$ cat config.mk
export PLATFORM = sky130hd
export DESIGN_NAME = serial_add_ctrl
export DESIGN_NICKNAME = d
export VERILOG_FILES = /design/src/rtl/serial_add_pkg.sv /design/src/rtl/fa_cell.sv /design/src/rtl/halfAdder.sv /design/src/rtl/serial_add_ctrl.sv
export SDC_FILE = /design/constraint.sdc
export NUM_CORES = 1
export LEC_CHECK = 0
export ABC_AREA = 1
export BUFFER_PORTS_ARGS = -buffer_cell sky130_fd_sc_hd__buf_2
export CORE_MARGIN = 2
export CORE_UTILIZATION = 45
export DETAILED_ROUTE_END_ITERATION = 6
export HOLD_SLACK_MARGIN = 0.05
export PLACE_DENSITY_LB_ADDON = 0.05
export SYNTH_ARGS = -nofsm -noshare
export SYNTH_HDL_FRONTEND = slang
export SYNTH_SLANG_ARGS = --single-unit
$ cat constraint.sdc
create_clock -name clk -period 1.65 [get_ports clk]
set_input_delay 0.165 -clock clk [delete_from_list [all_inputs] [get_ports clk]]
set_output_delay 0.165 -clock clk [all_outputs]
set_load 0.005 [all_outputs]
$ cat src/rtl/serial_add_pkg.sv
// Shared definitions for the bit-serial adder: FSM state type and default width.
package serial_add_pkg;

  localparam int DEFAULT_WIDTH = 8;

  typedef enum logic [1:0] {
    IDLE = 2'd0,
    RUN  = 2'd1,
    DONE = 2'd2
  } state_t;

endpackage

$ cat src/rtl/fa_cell.sv
// Full-add bit cell: two half adders chained, with their carries ORed together.
module fa_cell (
  input  logic a,
  input  logic b,
  input  logic cin,
  output logic s,
  output logic cout
);

  logic s0;
  logic c0;
  logic c1;

  halfAdder ha0 (
    .a (a),
    .b (b),
    .s (s0),
    .c (c0)
  );

  halfAdder ha1 (
    .a (s0),
    .b (cin),
    .s (s),
    .c (c1)
  );

  assign cout = c0 | c1;

endmodule

$ cat src/rtl/halfAdder.sv
// Half adder: the basic sum/carry primitive reused by the full-add bit cell.
module halfAdder (
  input  logic a,
  input  logic b,
  output logic s,
  output logic c
);

  assign s = a ^ b;
  assign c = a & b;

endmodule

$ cat src/rtl/serial_add_ctrl.sv
// Bit-serial adder controller: one result bit per clock, LSB first, through a
// single shared fa_cell. Optional subtract mode is enabled by defining the
// macro SERIAL_ADD_SUB_EN, which adds the sub input port.
module serial_add_ctrl
  import serial_add_pkg::*;
#(
  parameter int WIDTH = DEFAULT_WIDTH
) (
  input  logic             clk,
  input  logic             rst,
  input  logic             start,
  input  logic [WIDTH-1:0] a,
  input  logic [WIDTH-1:0] b,
`ifdef SERIAL_ADD_SUB_EN
  input  logic             sub,
`endif
  output logic             busy,
  output logic             done,
  output logic [WIDTH-1:0] sum,
  output logic             cout
);

  localparam int CW = $clog2(WIDTH);

  state_t             state_reg;
  logic [WIDTH-1:0]   a_reg;
  logic [WIDTH-1:0]   b_reg;
  logic               carry_reg;
  logic [CW-1:0]      cnt_reg;
  // Holds the WIDTH-1 result bits already produced; the last bit comes
  // straight from the cell on the edge that enters DONE.
  logic [WIDTH-2:0]   res_reg;

  logic               bit_sum;
  logic               bit_carry;
  logic [WIDTH-1:0]   res_shift;
  logic               sub_en;

`ifdef SERIAL_ADD_SUB_EN
  assign sub_en = sub;
`else
  assign sub_en = 1'b0;
`endif

  fa_cell u_cell (
    .a    (a_reg[0]),
    .b    (b_reg[0]),
    .cin  (carry_reg),
    .s    (bit_sum),
    .cout (bit_carry)
  );

  // New cell sum enters at the MSB side; everything else moves one place right.
  assign res_shift = {bit_sum, res_reg};

  // Sequencer: capture on accept, one bit per RUN edge, one-cycle DONE pulse.
  always_ff @(posedge clk or posedge rst) begin
    if (rst) begin
      state_reg <= IDLE;
      a_reg     <= '0;
      b_reg     <= '0;
      carry_reg <= 1'b0;
      cnt_reg   <= '0;
      res_reg   <= '0;
      busy      <= 1'b0;
      done      <= 1'b0;
      sum       <= '0;
      cout      <= 1'b0;
    end else begin
      case (state_reg)
        IDLE: begin
          if (start) begin
            state_reg <= RUN;
            a_reg     <= a;
            // Subtraction is a + ~b + 1: invert b here, inject the +1 as carry-in.
            b_reg     <= sub_en ? ~b : b;
            carry_reg <= sub_en;
            cnt_reg   <= '0;
            busy      <= 1'b1;
          end
        end
        RUN: begin
          res_reg   <= res_shift[WIDTH-1:1];
          carry_reg <= bit_carry;
          a_reg     <= a_reg >> 1;
          b_reg     <= b_reg >> 1;
          cnt_reg   <= cnt_reg + CW'(1);
          if (cnt_reg == CW'(WIDTH - 1)) begin
            state_reg <= DONE;
            busy      <= 1'b0;
            done      <= 1'b1;
            sum       <= res_shift;
            cout      <= bit_carry;
          end
        end
        DONE: begin
          state_reg <= IDLE;
          done      <= 1'b0;
        end
        default: begin
          state_reg <= IDLE;
          busy      <= 1'b0;
          done      <= 1'b0;
        end
      endcase
    end
  end

endmodule

# Yosys cells after proc, flatten, opt, wreduce, memory -nomap -nowiden

Index checks and enable logic that the tools add are counted.
Widths: inputs -> output; s select.

Add/sub/neg operators: 1
Equal/unequal tests: 5
Mux-type cells: 16
Bitwise logic cells: 7
Reduce and logical (&&, ||, !) cells: 7

Operators with widths:

| operator            | count |
|---|---|
| $pmux 8 s2          | 2 |
| $mux 8              | 2 |
| $reduce_and 2->1    | 4 |
| $pmux 3 s2          | 1 |
| $mux 1              | 4 |
| $mux 2              | 2 |
| $ne 2x2->1 const B  | 2 |
| $pmux 1 s2          | 2 |
| $pmux 2 s2          | 1 |
| $add 3x1->3 const B | 1 |
| $eq 3x3->1 const B  | 1 |
| $mux 3              | 1 |
| $pmux 1 s3          | 1 |
| $reduce_and 3->1    | 1 |
| $and 1x1->1         | 2 |
| $eq 2x1->1 const B  | 1 |
| $eq 2x2->1 const B  | 1 |
| $logic_not 2->1     | 1 |
| $not 1->1           | 2 |
| $reduce_bool 2->1   | 1 |
| $xor 1x1->1         | 2 |
| $or 1x1->1          | 1 |

Flip-flop bits (word level): 40
Input port bits: 19
Output and inout bits: 11
Logic and storage cells: 46

# Logic depth before layout (Yosys ltp)

Gate-level depths: netlist of run 1.

Depth after elaboration: 4
Depth in mapped cells: 7
Gate-level depth less buffers: 6

# Hierarchy

Synthesis of run 1 repeated with hierarchy kept, for this count alone.

Cells, all modules: 229
Area total of the unflattened synthesis: 1,939.4 sq um

By module, submodules not included:

| module          | times used | cells each | area an instance (sq um) | seq. area each (sq um) |
|---|---|---|---|---|
| serial_add_ctrl | 1          | 224        | 1,903.1                  | 1,001.0 |
| halfAdder       | 2          | 1          | 12.5                     | 0.0 |
| fa_cell         | 1          | 3          | 11.3                     | 0.0 |

# Least setup slack after synthesis of run 1

OpenSTA, ideal clock, no wires.

Path type: reg2reg
Start: register cnt_reg[0]
End: register done
Setup time: 0.121 ns
Data arrival time: 1.107 ns
Data required time: 1.529 ns
Path slack: 0.422 ns
Cell stages (with the launch flop): 6
Path buffers: 1
Clock period less this slack: 1.228 ns
Cell sequence: dfrtp_1 > ha_1 > ha_1 > nand2_4 > buf_6 > nand2_1

Cells in the longest elaborated chain, start to end: 3

Ends and longest elaborated chain:

| item                              | line                   | source |
|---|---|---|
| start, declared                   | serial_add_ctrl.sv:29  | `logic [CW-1:0] cnt_reg;` |
| start signal, assigned            | serial_add_ctrl.sv:87  | `cnt_reg <= cnt_reg + CW'(1);` |
| $eq 3x3->1                        | serial_add_ctrl.sv:88  | `if (cnt_reg == CW'(WIDTH - 1)) begin` |
| $ne 2x2->1 (no source line)       | --                     |  |
| $reduce_and 2->1 (no source line) | --                     |  |
| end signal, assigned              | serial_add_ctrl.sv:91  | `done <= 1'b1;` |
| end signal, assigned              | serial_add_ctrl.sv:98  | `done <= 1'b0;` |
| end signal, assigned              | serial_add_ctrl.sv:103 | `done <= 1'b0;` |
| end, declared                     | serial_add_ctrl.sv:18  | `output logic done,` |

No other way between the ends.
A chain may end at the register's enable or synchronous reset.

# Final worst setup path of run 1

Start: register cnt_reg[0]
End: register sum[0]

Cells in the longest elaborated chain, start to end: 2

Ends and longest elaborated chain:

| item                              | line                  | source |
|---|---|---|
| $eq 3x3->1                        | serial_add_ctrl.sv:88 |  |
| $reduce_and 2->1 (no source line) | --                    |  |
| end signal, assigned              | serial_add_ctrl.sv:92 | `sum <= res_shift;` |
| end, declared                     | serial_add_ctrl.sv:19 | `output logic [WIDTH-1:0] sum,` |

No other way between the ends.

==> summary.md, run 1 <==
| Metric | Value |
|---|---|
| # DRC | `0` |
| Critical path class | `register to register` |
| Worst Reg-to-Reg Cells | `6` |
| Post-Synthesis Cells | `225` |
| First-pass GRT wire length | `6527 um` |
| P per Cell Area | `1924 mW/mm^2` |
| Startpoint class of the critical path | `register` |
| Crit path capture | `sum[0]` |
| Worst Tran Pin Value | `0.5015 ns` |
| CTS sink cnt | `40` |
| Area Overhead vs Synth | `14.04%` |
| Nets | `277` |
| RR Endpoint | `sum[0]` |
| Largest family of logic cells by synthesized area | `simple AND/OR/NAND/NOR gates` |
| Total GRT Usage | `0.1691` |
| CP Capture Type | `register` |
| Synth Area in Compound Gates | `0.06761` |
| Max Cap Viol | `0` |
| Syn Std Cell Area | `0.001943 sq mm` |
| Crit path DAT | `1.57 ns` |
| TritonCTS Buffers | `5` |
| Synthesized area per cell | `8.636 sq um` |
| Cts hold-fix bufs | `1` |
| Multiplexer area fraction after synthesis | `0` |
| Reg2reg start | `cnt_reg[0]` |
| # Post-CTS Setup Buffers | `0` |
| Die height | `69.71 um` |
| Net switching power | `1573 uW` |
| CTS tree | `built` |
| HP Start | `b[7]` |
| Period Utilization, post-route | `0.8378` |
| I/O Buffers | `29` |
| Worst endpoint required time | `1.84 ns` |
| Vias in the first global route | `1466` |
| Hold crit path type | `input port to register` |
| XOR/XNOR share of the synthesized area | `0` |
| IO Count | `30` |
| FF+latch count, synth | `40` |
| Total global routing overflow | `0` |
| Hold Vio Cnt, Final | `0` |
| Synthesized net count | `247` |
| Tot Pwr | `4263 uW` |
| Initial antenna violation count | `0` |
| Peak supply drop | `0.0007697 V` |
| Slew headroom | `0.6657` |
| Status | `completed` |
| Crit. Startpoint | `cnt_reg[0]` |
| Post-CTS Resized | `0` |
| Sequential area share after synthesis | `0.5151` |
| Final min period | `1.382 ns` |
| Clk slew on worst S/H paths | `0.07 ns` |
| DR iter-0 viols | `80` |
| Setup TNS | `0 ns` |
| Final instance area | `0.002216 sq mm` |
| Final Skew | `0.003283 ns` |
| Fin. max-slew vios | `0` |
| Post-DP HPWL | `2315 um` |
| Worst-path maximum fanout | `19` |
| Placer congestion estimate | `0.7030` |
| Core box area | `0.004086 sq mm` |
| Unrepaired setup endpoints after global routing | `no` |
| Proportion of layout cells with a drive suffix above 1 | `0.2196` |
| Seq pwr share | `0.398` |
| Horiz. Die Dim | `69.71 um` |
| Via density | `4.718` |
| WL final | `3546 um` |
| Die area | `0.004859 sq mm` |
| Clk Latency, worst-skew pair | `0.29 ns` |
| R2R Setup Slk | `0.27 ns` |
| Largest net degree at the start of global routing | `41` |
| Fmax | `0.7234 GHz` |
| H-tree Lvls | `2` |
| Clock share of power | `0.217` |
| Yosys warning count | `0` |
| Initial Util | `0.4755` |
| First drt pass iteration count | `4` |
| Adder-Cell Fraction of Synth Area | `0.02318` |
| Routed Antenna Nets | `0` |
| DR WL/cell | `11.63 um` |
| Leak Pwr | `0.001237 uW` |
| Antenna cell count | `0` |
| Simple-Gate Fraction of Synth Area | `0.2582` |
| Combinational power share | `0.385` |
| P_int | `2690 uW` |
| Placed inst area | `0.002077 sq mm` |
| Unique cell type count in the Yosys netlist | `21` |
| Sw Ratio | `0.3690` |
| Clk root buf | `clkbuf_8` |
| # rows | `23` |
| Clk buf depth | `2` |
| Final setup fails | `0` |
| Via count | `1439` |
## placed cells by master (no fill, tap or decap), types with 5 or more instances in the layout
| cell type | n |
|---|---|
| clkbuf_8 | 5 |
| buf_4 | 5 |
| dfrtp_1 | 40 |
| nand3_1 | 45 |
| o21ai_0 | 5 |
| inv_1 | 38 |
| o21ai_2 | 8 |
| o21ai_1 | 5 |
| nand2_1 | 54 |
| nor2_1 | 6 |
| buf_2 | 29 |
## layer usage
metal / wire length, um / track usage
met5: 0 / 0
met3: 154 / 0.04942
met4: 72 / 0.07265
met2: 1581 / 0.2479
met1: 1738 / 0.2338
## Yosys cell counts (all sizes together)
master / instances / area, sq um
a21oi: 1 / 5.000
buf: 11 / 107.6
clkbuf: 1 / 3.750
dfrtp: 40 / 1001
fa: 1 / 20.02
ha: 2 / 25.02
inv: 40 / 152.6
nand2: 58 / 242.7
nand3: 45 / 225.2
nor2: 7 / 33.78
o21ai: 18 / 120.1
o22ai: 1 / 6.260
## cell families (layout without fill, tap and decap cells)
group,after synthesis,after routing
AND/OR/NAND/NOR,110,110
buffers and inverters,52,82
flip-flops,40,40
AO/OA/AOI/OAI,20,20
adder cells (fa/ha/maj),3,3
## cell type report
cell class	instances	area, sq um
Clock buffer	5	68.82
Tap cell	50	62.56
Timing Repair Buffer	35	192.7
Fill cell	394	1871
Clock inverter	2	60.06
Multi-Input combinational cell	133	678.2
Inverter	40	152.6
Sequential cell	40	1001
## worst min-delay path by stage
| stage | end | slack, ns | depth (start not counted) |
|---|---|---|---|
| after floorplan | a_reg[7] | 0.29 | 2 |
| after global placement | sum[5] | 0.33 | 3 |
| after detailed placement | sum[5] | 0.33 | 3 |
| after CTS | b_reg[7] | 0.07 | 3 |
| after global routing | a_reg[7] | 0.12 | 3 |
| final | b_reg[7] | 0.08 | 3 |
## metrics by stage
step / instances / hold WS (ns) / util / setup slack (ns)
2_1_floorplan: 225 / 0.2860 / - / 0.4223
3_3_place_gp: 297 / 0.3255 / 0.5083 / 0.2717
3_5_place_dp: 297 / 0.3286 / 0.5083 / 0.2592
4_1_cts: 305 / 0.06558 / 0.5423 / 0.2565
5_1_grt: 305 / 0.1162 / 0.5423 / 0.1620
6_report: 305 / 0.07696 / 0.5423 / 0.2676
## critical path, cell delays in order, from the launching register on
cell and delay [ns]:
dfrtp_1 0.40, ha_1 0.20, ha_1 0.24, nand2_4 0.24, inv_1 0.09, nand2_1 0.06, nand2_1 0.04
## power groups by stage
stage	Sequential [uW]	Clock, uW	Combinational (uW)
3_5_place_dp	1710	0	1660
6_report	1700	924	1640
3_3_place_gp	1710	0	1640
5_1_grt	1760	1000	1930
2_1_floorplan	1660	0	1400
4_1_cts	1700	961	1670
Power figures use the tool's default switching activity.
==> run 2, diff against run 1 <==
--- a/config.mk
+++ b/config.mk
@@ -5,7 +5,7 @@
 export SDC_FILE = /design/constraint.sdc
 export NUM_CORES = 1
 export LEC_CHECK = 0
-export ABC_AREA = 1
+export ABC_AREA = 0
 export BUFFER_PORTS_ARGS = -buffer_cell sky130_fd_sc_hd__buf_2
 export CORE_MARGIN = 2
 export CORE_UTILIZATION = 45
==> constraint.sdc (replaced) <==
create_clock -name clk -period 1.2 [get_ports clk]
set_input_delay 0.12 -clock clk [delete_from_list [all_inputs] [get_ports clk]]
set_output_delay 0.12 -clock clk [all_outputs]
set_load 0.005 [all_outputs]
==> summary.md, run 2 <==
| Metric | Value |
|---|---|
| Die area | `0.004470 sq mm (-8.0%)` |
| Leak Pwr | `0.001194 uW (-3.5%)` |
| Syn Std Cell Area | `0.001778 sq mm (-8.5%)` |
| Horiz. Die Dim | `66.86 um (-4.1%)` |
| # DRC | `0 (unchanged)` |
| Most frequent cells in the layout | `39 x dfrtp_1, 30 x buf_2, 23 x nand2_1` |
| Peak supply drop | `0.001340 V (+74%)` |
| Hold Vio Cnt, Final | `0 (unchanged)` |
| Largest net degree at the start of global routing | `41 (unchanged)` |
| Clock share of power | `0.173 (-0.044)` |
| Worst Tran Pin Value | `0.3104 ns (-0.1910 ns)` |
| Combinational power share | `0.457 (+0.072)` |
| Fill cell count | `302 (-23%)` |
| First-pass GRT wire length | `6389 um (-2.1%)` |
| Final setup fails | `16 (+16)` |
| Final min period | `1.298 ns (-0.08457 ns)` |
| DR iter-0 viols | `58 (-28%)` |
| P_int | `4228 uW (+57%)` |
| Area Overhead vs Synth | `37.93%` |
| Clk root buf | `clkbuf_8` |
| Hold crit path type | `input port to register` |
| Seq pwr share | `0.370 (-0.028)` |
| Worst setup margin | `-0.09786 ns (-0.3654 ns)` |
| Yosys warning count | `0 (unchanged)` |
| DR WL/cell | `15.03 um (+29%)` |
| WL final | `3983 um (+12%)` |
| Unrepaired setup endpoints after global routing | `yes` |
| Synthesized net count | `182 (-26%)` |
| Hold EP | `a_reg[7]` |
| CP Capture Type | `register` |
| Die height | `66.86 um (-4.1%)` |
| Worst-path maximum fanout | `2 (-17)` |
| Synth top area cells | `dfrtp_1 56%, mux2_2 5.7%, nand2_1 5.3%` |
| Fmax | `0.7705 GHz (+6.5%)` |
| Initial Util | `0.4785 (+0.002946)` |
| Critical-path cell with the highest stage delay | `fa_1` |
| Delay-heaviest family, CP | `adder cells` |
| Max Cap Viol | `0 (unchanged)` |
| Via count | `1398 (-2.8%)` |
| Clk buf depth | `2 (unchanged)` |
| Antenna cell count | `0 (unchanged)` |
| Unique cell type count in the Yosys netlist | `27 (+29%)` |
| Post-Synthesis Cells | `160 (-29%)` |
| Synth top area share | `0.5630 (+0.04785)` |
| # rows | `22 (-4.3%)` |
| Nets | `238 (-14%)` |
| Post-synth EDFFs | `0 (unchanged)` |
| Critical path class | `register to register` |
| FF+latch count, synth | `40 (unchanged)` |
| Routed Antenna Nets | `0 (unchanged)` |
| R2R Setup Slk | `-0.1 ns (-0.37 ns)` |
| Via density | `5.275 (+12%)` |
| Total global routing overflow | `0 (unchanged)` |
| Slew headroom | `0.7930 (+0.1274)` |
| Violated checks | `setup timing` |
| Sequential area share after synthesis | `0.5630 (+0.04785)` |
| TritonCTS Buffers | `5 (unchanged)` |
| Most common cell after layout, fill and taps aside | `dfrtp_1` |
| Final Skew | `0.009995 ns (+0.006712 ns)` |
| Area leader, netlist | `dfrtp_1` |
| Tot Pwr | `6386 uW (+50%)` |
| Worst Reg-to-Reg Cells | `2 (-4)` |
| Sw Ratio | `0.3379 (-0.03110)` |
| Critical path's largest stage delay | `0.50 ns (+0.10 ns)` |
| Crit path DAT | `1.49 ns (-0.08 ns)` |
| Proportion of layout cells with a drive suffix above 1 | `0.4608 (+0.2412)` |
| Fraction of registers with async set or reset after synthesis | `1.000 (unchanged)` |
| Initial antenna violation count | `0 (unchanged)` |
| IO Count | `30 (unchanged)` |
| Hold slack | `0.08098 ns (+0.004022 ns)` |
| Worst endpoint required time | `1.39 ns (-0.45 ns)` |
| Clk Latency, worst-skew pair | `0.30 ns (about the same)` |
| Status | `finished with violations` |
| Core box area | `0.003716 sq mm (-9.1%)` |
| CTS tree | `built` |
| I/O Buffers | `29 (unchanged)` |
| Number of cells on the critical path | `2 (-4)` |
| Crit path buf inv count | `0 (-1)` |
| Predominant post-synthesis flop cell | `dfrtp_1` |
| Hold-critical path depth | `3 (unchanged)` |
| Synthesized area per cell | `11.11 sq um (+29%)` |
| Reg2reg start | `a_reg[0]` |
| CP Cell Sequence | `fa_1 -> mux2_4` |
| RR Endpoint | `sum[7]` |
| H-tree Lvls | `2 (unchanged)` |
| Count leader, synth | `dfrtp_1` |
| Period Utilization, post-route | `1.082 (+0.2437)` |
| HP Start | `a[7]` |
| Fin. max-slew vios | `0 (unchanged)` |
| Placer congestion estimate | `0.7410 (+5.4%)` |
| Vias in the first global route | `1375 (-6.2%)` |
| First drt pass iteration count | `4 (unchanged)` |
| CTS sink cnt | `40 (unchanged)` |
| Total GRT Usage | `0.1931 (+0.02404)` |
| P per Cell Area | `2604 mW/mm^2 (+35%)` |
| Synth top cells by count | `40 x dfrtp_1, 25 x nand2_1, 10 x nor3b_1, 9 x mux2_2` |
| Startpoint class of the critical path | `register` |
| Clk slew on worst S/H paths | `0.08 ns (about the same)` |
| Net switching power | `2158 uW (+37%)` |
| Post-DP HPWL | `2459 um (+6.2%)` |
==> run 2: cell types whose count changed after synthesis, moves of 4 or more <==
cell / change
buf_6: -8
a21oi_1: +7
inv_1: -30
mux2_2: +9
o21ai_2: -8
o21ai_1: -5
nand3_1: -45
nand2b_1: +4
nor3b_1: +10
nor3_1: +4
o22a_1: +5
nand2_1: -29
==> run 2: worst reg2reg max path, stage by stage (launching register included) <==
cell and delay (ns):
dfrtp_1 0.41, fa_1 0.50, mux2_4 0.28
==> run 2: area by class of cell <==
type                       count  area, sq um  share of cell area
timing repair buffer          57        402.9              0.1643
tap                           48        60.06             0.02449
clock buffer                   5        68.82             0.02806
inverter                       8        30.03             0.01224
clock inverter                 3        42.54             0.01735
multi-input combinational    104        845.8              0.3449
sequential                    40         1002              0.4087
==> run 2: logic make-up after synthesis <==
logic type | share of synthesized area
compound gates | 0.1323
fa+ha+maj | 0.02533
buf+inv | 0.04574
flops | 0.5630
mux | 0.06263
simple gates | 0.1710
==> run 2: metrics by stage <==
stage               instance area, sq um  std cells  worst slack [ns]    util  TNS [ns]
floorplan                           1836        160          -0.06376       -   -0.5738
CTS                                 2300        259          -0.09665  0.6189    -1.232
global route                        2452        265           -0.1267  0.6599    -1.865
finish                              2452        265          -0.09786  0.6599    -1.017
global placement                    2137        246          -0.07775  0.5751   -0.6927
detailed placement                  2137        246           -0.1017  0.5751   -0.9478
==> run 2: how the worst max path moves through the flow <==
stage                     startpoint     end  slack, ns
after floorplan           cnt_reg[0]    cout      -0.06
after global placement    cnt_reg[1]  sum[7]      -0.08
after detailed placement  cnt_reg[1]    cout      -0.10
after CTS                  carry_reg  sum[7]       -0.1
after global routing      cnt_reg[0]  sum[2]      -0.13
final                       a_reg[0]  sum[7]       -0.1
==> run 2: metal layers <==
layer  GRT usage  wire (um)
met2      0.3175       2074
met5           0          0
met3     0.05068        162
met1      0.2544       1688
met4     0.04847         58
==> run 2: power by group through the flow <==
| stage | clock (uW) | sequential, uW | combinational (uW) |
|---|---|---|---|
| 2_1_floorplan | 0 | 2310 | 1630 |
| 3_3_place_gp | 0 | 2330 | 2300 |
| 3_5_place_dp | 0 | 2360 | 2380 |
| 4_1_cts | 1120 | 2340 | 2490 |
| 5_1_grt | 1190 | 2440 | 3240 |
| 6_report | 1110 | 2360 | 2920 |
==> run 2: what timing repair did <==
item	4_1_cts	5_1_grt
hold buffers	1	0
gates resized for setup	3	31
gates cloned	1	1
setup endpoints to repair	21	39
pin swaps	2	10
hold endpoints to repair	40	0
buffers inserted	3	5
